`src/rtl/adc_seq_pkg.sv`:
```
// Shared definitions for the ADC frame sequencer: state encoding, command
// opcodes and the channel-count limit.
package adc_seq_pkg;

  typedef enum logic [2:0] {
    StIdle = 3'd0,
    StLoad = 3'd1,
    StReq  = 3'd2,
    StCapt = 3'd3,
    StRel  = 3'd4,
    StNext = 3'd5,
    StDone = 3'd6
  } adc_state_e;

  localparam logic [1:0]  OpConvert = 2'b00;
  // Read of register 40; used to flush the two-deep result pipeline.
  localparam logic [15:0] DummyCmd  = 16'hE800;
  localparam int unsigned MaxChan   = 32;

  // Requested channel count limited to what one frame can carry.
  function automatic logic [5:0] clamp_chan(logic [5:0] c);
    return (c > 6'(MaxChan)) ? 6'(MaxChan) : c;
  endfunction

  // Command for slot k of an n-channel frame: converts first, then flushes.
  function automatic logic [15:0] slot_cmd(logic [5:0] k, logic [5:0] n, logic [15:0] dummy);
    return (k < n) ? {OpConvert, k, 8'h00} : dummy;
  endfunction

endpackage

```
`src/rtl/adc_seq.sv`:
```
// ADC frame sequencer: issues N conversions plus two flush reads to the spi
// stage and returns each result (two slots late) as a per-channel sample.
module adc_seq
  import adc_seq_pkg::*;
#(
  parameter int unsigned TOUT      = 255,
  parameter logic [15:0] DUMMY_CMD = DummyCmd
) (
  input  logic        clk,
  input  logic        rst,
  input  logic        start,
  input  logic [5:0]  chan_num,
  output logic        busy,
  output logic        done,
  output logic        err,
  output logic        fs,
  output logic [15:0] chip_txd,
  input  logic [31:0] chip_rxd,
  input  logic        fd_spi,
  input  logic        fd_prd,
  output logic [15:0] data_a,
  output logic [15:0] data_b,
  output logic [4:0]  data_chan,
  output logic        data_valid
);

  // Watchdog counts 0..TOUT-1; fs is high for exactly TOUT cycles on a hang.
  localparam int unsigned WdW = (TOUT < 2) ? 1 : $clog2(TOUT);
  localparam logic [WdW-1:0] WdLast = WdW'(TOUT - 1);

  adc_state_e     state_q, state_d;
  logic [5:0]     k_q, k_d;
  logic [5:0]     n_q, n_d;
  logic [15:0]    txd_q, txd_d;
  logic [WdW-1:0] wd_q, wd_d;
  logic           err_q, err_d;
  logic           dv_q, dv_d;
  logic [15:0]    da_q, da_d;
  logic [15:0]    db_q, db_d;
  logic [4:0]     dch_q, dch_d;
  logic [5:0]     n_req;

  // fd_prd is a status monitor only and never steers sequencing.
  logic unused_fd_prd;
  assign unused_fd_prd = fd_prd;

  assign n_req = clamp_chan(chan_num);

  // Next-state, slot counter, watchdog and sample capture.
  always_comb begin
    state_d = state_q;
    k_d     = k_q;
    n_d     = n_q;
    txd_d   = txd_q;
    wd_d    = wd_q;
    err_d   = 1'b0;
    dv_d    = 1'b0;
    da_d    = da_q;
    db_d    = db_q;
    dch_d   = dch_q;
    case (state_q)
      StIdle: begin
        if (start) begin
          n_d = n_req;
          k_d = 6'd0;
          if (n_req == 6'd0) begin
            state_d = StDone;
          end else begin
            // Command is set up on entry so it is already valid during LOAD.
            txd_d   = slot_cmd(6'd0, n_req, DUMMY_CMD);
            state_d = StLoad;
          end
        end
      end
      StLoad: begin
        wd_d    = '0;
        state_d = StReq;
      end
      StReq: begin
        if (fd_spi) begin
          state_d = StCapt;
        end else if (wd_q == WdLast) begin
          state_d = StIdle;
          err_d   = 1'b1;
        end else begin
          wd_d = wd_q + 1'b1;
        end
      end
      StCapt: begin
        // Results lag the commands by two slots; the first two are discarded.
        if (k_q >= 6'd2) begin
          da_d  = chip_rxd[31:16];
          db_d  = chip_rxd[15:0];
          dch_d = 5'(k_q - 6'd2);
          dv_d  = 1'b1;
        end
        wd_d    = '0;
        state_d = StRel;
      end
      StRel: begin
        if (!fd_spi) begin
          state_d = StNext;
        end else if (wd_q == WdLast) begin
          state_d = StIdle;
          err_d   = 1'b1;
        end else begin
          wd_d = wd_q + 1'b1;
        end
      end
      StNext: begin
        if (k_q == n_q + 6'd1) begin
          state_d = StDone;
        end else begin
          k_d     = k_q + 6'd1;
          txd_d   = slot_cmd(k_q + 6'd1, n_q, DUMMY_CMD);
          state_d = StLoad;
        end
      end
      StDone: begin
        state_d = StIdle;
      end
      default: begin
        state_d = StIdle;
      end
    endcase
  end

  // State and datapath registers with synchronous reset.
  always_ff @(posedge clk) begin
    if (rst) begin
      state_q <= StIdle;
      k_q     <= '0;
      n_q     <= '0;
      txd_q   <= '0;
      wd_q    <= '0;
      err_q   <= 1'b0;
      dv_q    <= 1'b0;
      da_q    <= '0;
      db_q    <= '0;
      dch_q   <= '0;
    end else begin
      state_q <= state_d;
      k_q     <= k_d;
      n_q     <= n_d;
      txd_q   <= txd_d;
      wd_q    <= wd_d;
      err_q   <= err_d;
      dv_q    <= dv_d;
      da_q    <= da_d;
      db_q    <= db_d;
      dch_q   <= dch_d;
    end
  end

  assign busy       = (state_q != StIdle);
  assign done       = (state_q == StDone);
  assign fs         = (state_q == StReq);
  assign err        = err_q;
  assign chip_txd   = txd_q;
  assign data_a     = da_q;
  assign data_b     = db_q;
  assign data_chan  = dch_q;
  assign data_valid = dv_q;

endmodule

```
`config.mk`:
```
export PLATFORM = sky130hd
export DESIGN_NAME = adc_seq
export DESIGN_NICKNAME = d
export VERILOG_FILES = /design/src/rtl/adc_seq_pkg.sv /design/src/rtl/adc_seq.sv
export SDC_FILE = /design/constraint.sdc
export NUM_CORES = 1
export LEC_CHECK = 0
export CAP_MARGIN = 20
export CORE_UTILIZATION = 30
export DETAILED_ROUTE_END_ITERATION = 8
export PLACE_DENSITY_LB_ADDON = 0.25
export SETUP_SLACK_MARGIN = 0.05
export SKIP_CTS_REPAIR_TIMING = 1
export SLEW_MARGIN = 20
export SYNTH_ARGS = -nofsm -noshare
export SYNTH_HDL_FRONTEND = slang
export SYNTH_SLANG_ARGS = --single-unit
export TNS_END_PERCENT = 5
```
`constraint.sdc`:
```
create_clock -name clk -period 2.58 [get_ports clk]
set_input_delay 0.516 -clock clk [delete_from_list [all_inputs] [get_ports clk]]
set_output_delay 0.516 -clock clk [all_outputs]
set_load 0.01 [all_outputs]
```
==> impl_metrics.env <==
export IMPL_outcome="finished, final reports clean"
export IMPL_start_kind="register"
export IMPL_clock_sinks=69
export IMPL_numCtsBuffers=9
export IMPL_holdCritStartpoint="data_b[0]$_SDFFE_PP0P_"
export IMPL_crit_fanout=10
export IMPL_crit_type="reg2out"
export IMPL_clk_latency_ps=360
export IMPL_dp_hpwl_um=6000
export IMPL_syn_area_mm2=0.00323
export IMPL_clock_path_buffers=2
export IMPL_io_buffer_count=91
export IMPL_p_sw_uw=578
export IMPL_hold_viol_final=0
export IMPL_path_clk_slew_ps=70
export IMPL_grt_util_all_layers=0.157
export IMPL_cp_arrival_ps=1840
export IMPL_gr_total_overflow=0
export IMPL_sw_frac_of_total=0.257
export IMPL_maxSlewViolCount=0
export IMPL_core_area_mm2=0.0104
export IMPL_yosysUniqueCellTypes=51
export IMPL_period_needed_ps=2350
export IMPL_worst_pin_slew_ps=555
export IMPL_setup_slack_ps=227
export IMPL_async_flop_share=0
export IMPL_io_pins=101
export IMPL_max_vdd_ir_drop_mv=0.223
export IMPL_setup_violations=0
export IMPL_grt_pass1_vias=2892
export IMPL_die_area_mm2=0.0112
export IMPL_synth_seq_cells=69
export IMPL_num_vias=2937
export IMPL_yosysWarnings=0
export IMPL_rr_worst_depth=10
export IMPL_max_clock_freq_mhz=425
export IMPL_start_util=0.312
export IMPL_rsz0062_at_grt="false"
export IMPL_pwr_share_clk=0.403
export IMPL_r2r_start="k_q[1]$_SDFFE_PP0P_"
export IMPL_gp_congestion=0.802
export IMPL_p_int_uw=1670
export IMPL_clockRootBuffer="clkbuf_8"
export IMPL_combPwrFrac=0.106
export IMPL_die_w_um=106
export IMPL_setup_tns_final_ps=0
export IMPL_crit_required_ps=2060
export IMPL_pre_cts_slack_ps=140
export IMPL_ys_seq_area_frac=0.427
export IMPL_final_nets=538
export IMPL_endpoint_kind="primary output"
export IMPL_whs_path_depth=2
export IMPL_whs_endpoint="data_b[0]$_SDFFE_PP0P_"
export IMPL_rrSetupSlack_ps=290
export IMPL_slew_headroom=0.630
export IMPL_postSynthCellCount=396
export IMPL_antenna_found_initial=0
export IMPL_grt_pass1_wl_um=13900
export IMPL_sequentialPowerShare=0.491
export IMPL_powerDensity_mw_per_mm2=505
export IMPL_synth_area_per_cell_um2=8.16
export IMPL_diodes=0
export IMPL_fin_crit_sh=0.912
export IMPL_area_delta_synth_final_pct=37.8
export IMPL_leakage_uw=0.00164
export IMPL_viasPerCell=4.71
export IMPL_hp_class="reg2reg"
export IMPL_fp_dieH_um=106
export IMPL_drtIter0Drc=116
export IMPL_cap_violations=0
export IMPL_rows=37
export IMPL_synth_edf_count=0
export IMPL_h_tree_depth=3
export IMPL_clock_skew_ps=9.27
export IMPL_cts_tree="yes"
export IMPL_rr_endpoint="chip_txd[8]$_SDFFE_PP0P_"
export IMPL_final_core_util=0.430
export IMPL_firstDrtPassIters=5
export IMPL_drive_gt1_frac=0.0678
export IMPL_wirelength_um=8300
export IMPL_grt_max_degree=39
export IMPL_route_detailed_drc=0
export IMPL_yosys_most_used_dff="dfxtp_1"
export IMPL_wl_per_cell_um=13.3
export IMPL_power_uw=2250
export IMPL_ant_nets=0
[stage by stage]
stage	hold WS (ps)	cell area, µm²	instances
floorplan	461	3260	403
global placement	441	4240	607
detailed placement	449	4240	607
CTS	458	4440	623
global route	481	4450	623
finish	453	4450	623
[power groups by stage]
| stage | clock network (µW) | logic (µW) | registers [µW] |
|---|---|---|---|
| after floorplan | 0 | 155 | 1110 |
| after global placement | 0 | 237 | 1130 |
| after detailed placement | 0 | 238 | 1130 |
| after CTS | 938 | 240 | 1100 |
| after global routing | 991 | 263 | 1110 |
| final | 905 | 239 | 1100 |
[sequential cells by signal, indices dropped and copies added (netlist names)]
| register | count |
|---|---|
| data_b | 16 |
| wd_q | 8 |
| n_q | 6 |
| data_a | 16 |
| chip_txd | 7 |
| data_valid | 1 |
| state_q | 3 |
| k_q | 6 |
| err | 1 |
| data_chan | 5 |
[worst max-delay path, stage by stage, from the launching register on]
cell and delay, ps:
dfxtp_1 500, inv_1 210, nor3_1 210, clkdlybuf4s50_1 560
[how the worst max path moves through the flow]
stage / from / endpoint / slack [ps] / depth (start not counted)
after global placement: k_q[2]$_SDFFE_PP0P_ / chip_txd[12]$_SDFFE_PP0P_ / 260 / 9
after global routing: k_q[1]$_SDFFE_PP0P_ / chip_txd[8]$_SDFFE_PP0P_ / 70 / 10
after CTS: k_q[2]$_SDFFE_PP0P_ / chip_txd[12]$_SDFFE_PP0P_ / 110 / 9
final: state_q[1]$_SDFFE_PP0P_ / fs / 230 / 3
after floorplan: k_q[0]$_SDFFE_PP0P_ / chip_txd[11]$_SDFFE_PP0P_ / 470 / 9
after detailed placement: k_q[2]$_SDFFE_PP0P_ / chip_txd[12]$_SDFFE_PP0P_ / 140 / 9
[logic make-up (layout without fill, tap and decap cells)]
logic type | Yosys count | after routing | share of synthesized area
DFF | 69 | 69 | 0.427
xor gates and xnor gates | 18 | 18 | 0.0488
muxes | 4 | 4 | 0.0128
and+or+nand+nor | 162 | 162 | 0.227
buffers and inverters | 46 | 130 | 0.0673
adders and majority gates | 13 | 13 | 0.0503
other | 1 | 8 | 0.00116
AOI/OAI and AO/OA | 83 | 83 | 0.166
[placed cells by master, fill, tap and decap left out, drive strengths merged, types with 9 or more instances in the layout]
cell type,synthesis,layout
nand2,90,90
clkdlybuf4s50,0,90
buf,18,9
clkbuf,13,11
inv,15,16
ha,13,13
nor2,22,22
a21oi,47,47
nand3,10,10
xor2,10,10
dfxtp,69,69
[area by class of cell]
type / count / area [µm²]
Fill cell: 1076 / 5920
Multi-Input combinational cell: 288 / 1680
Inverter: 15 / 56.3
Sequential cell: 69 / 1380
Tap cell: 136 / 170
Clock inverter: 5 / 58.8
Timing Repair Buffer: 99 / 966
Clock buffer: 11 / 141
[Yosys cell counts (2+ instances only)]
cell        n  area, µm²
mux2i_1     3       30.0
a31o_1      2       17.5
o21ai_1     3       15.0
nand2_1    90        338
a21oi_2     2       17.5
dfxtp_1    69       1380
clkbuf_1   13       48.8
and4_1      3       26.3
o21ai_0     5       25.0
nor2_1     22       82.6
xor2_1     10       87.6
a21oi_1    45        225
nand4_1     5       31.3
inv_1      15       56.3
nand3_1    10       50.1
nor2b_1     5       31.3
o21a_1      2       15.0
xnor2_1     8       70.1
nor4_1      2       12.5
nand3b_1    5       37.5
ha_1       13        163
nor3_1      6       30.0
o2bb2ai_1   5       43.8
buf_2       9       45.0
buf_4       9       67.6
and3_1      7       43.8
and2_1      3       18.8
a211oi_1    2       15.0
[metal layers]
metal,GRT usage,wire length (µm),part of all wire,vias up
li1,-,-,-,1494
met1,0.197,3830,0.46,1369
met2,0.246,3870,0.47,64
met3,0.0557,462,0.056,10
met4,0.0595,136,0.016,0
met5,0,0,0,-
No activity file was read; power rests on OpenSTA's default activity.
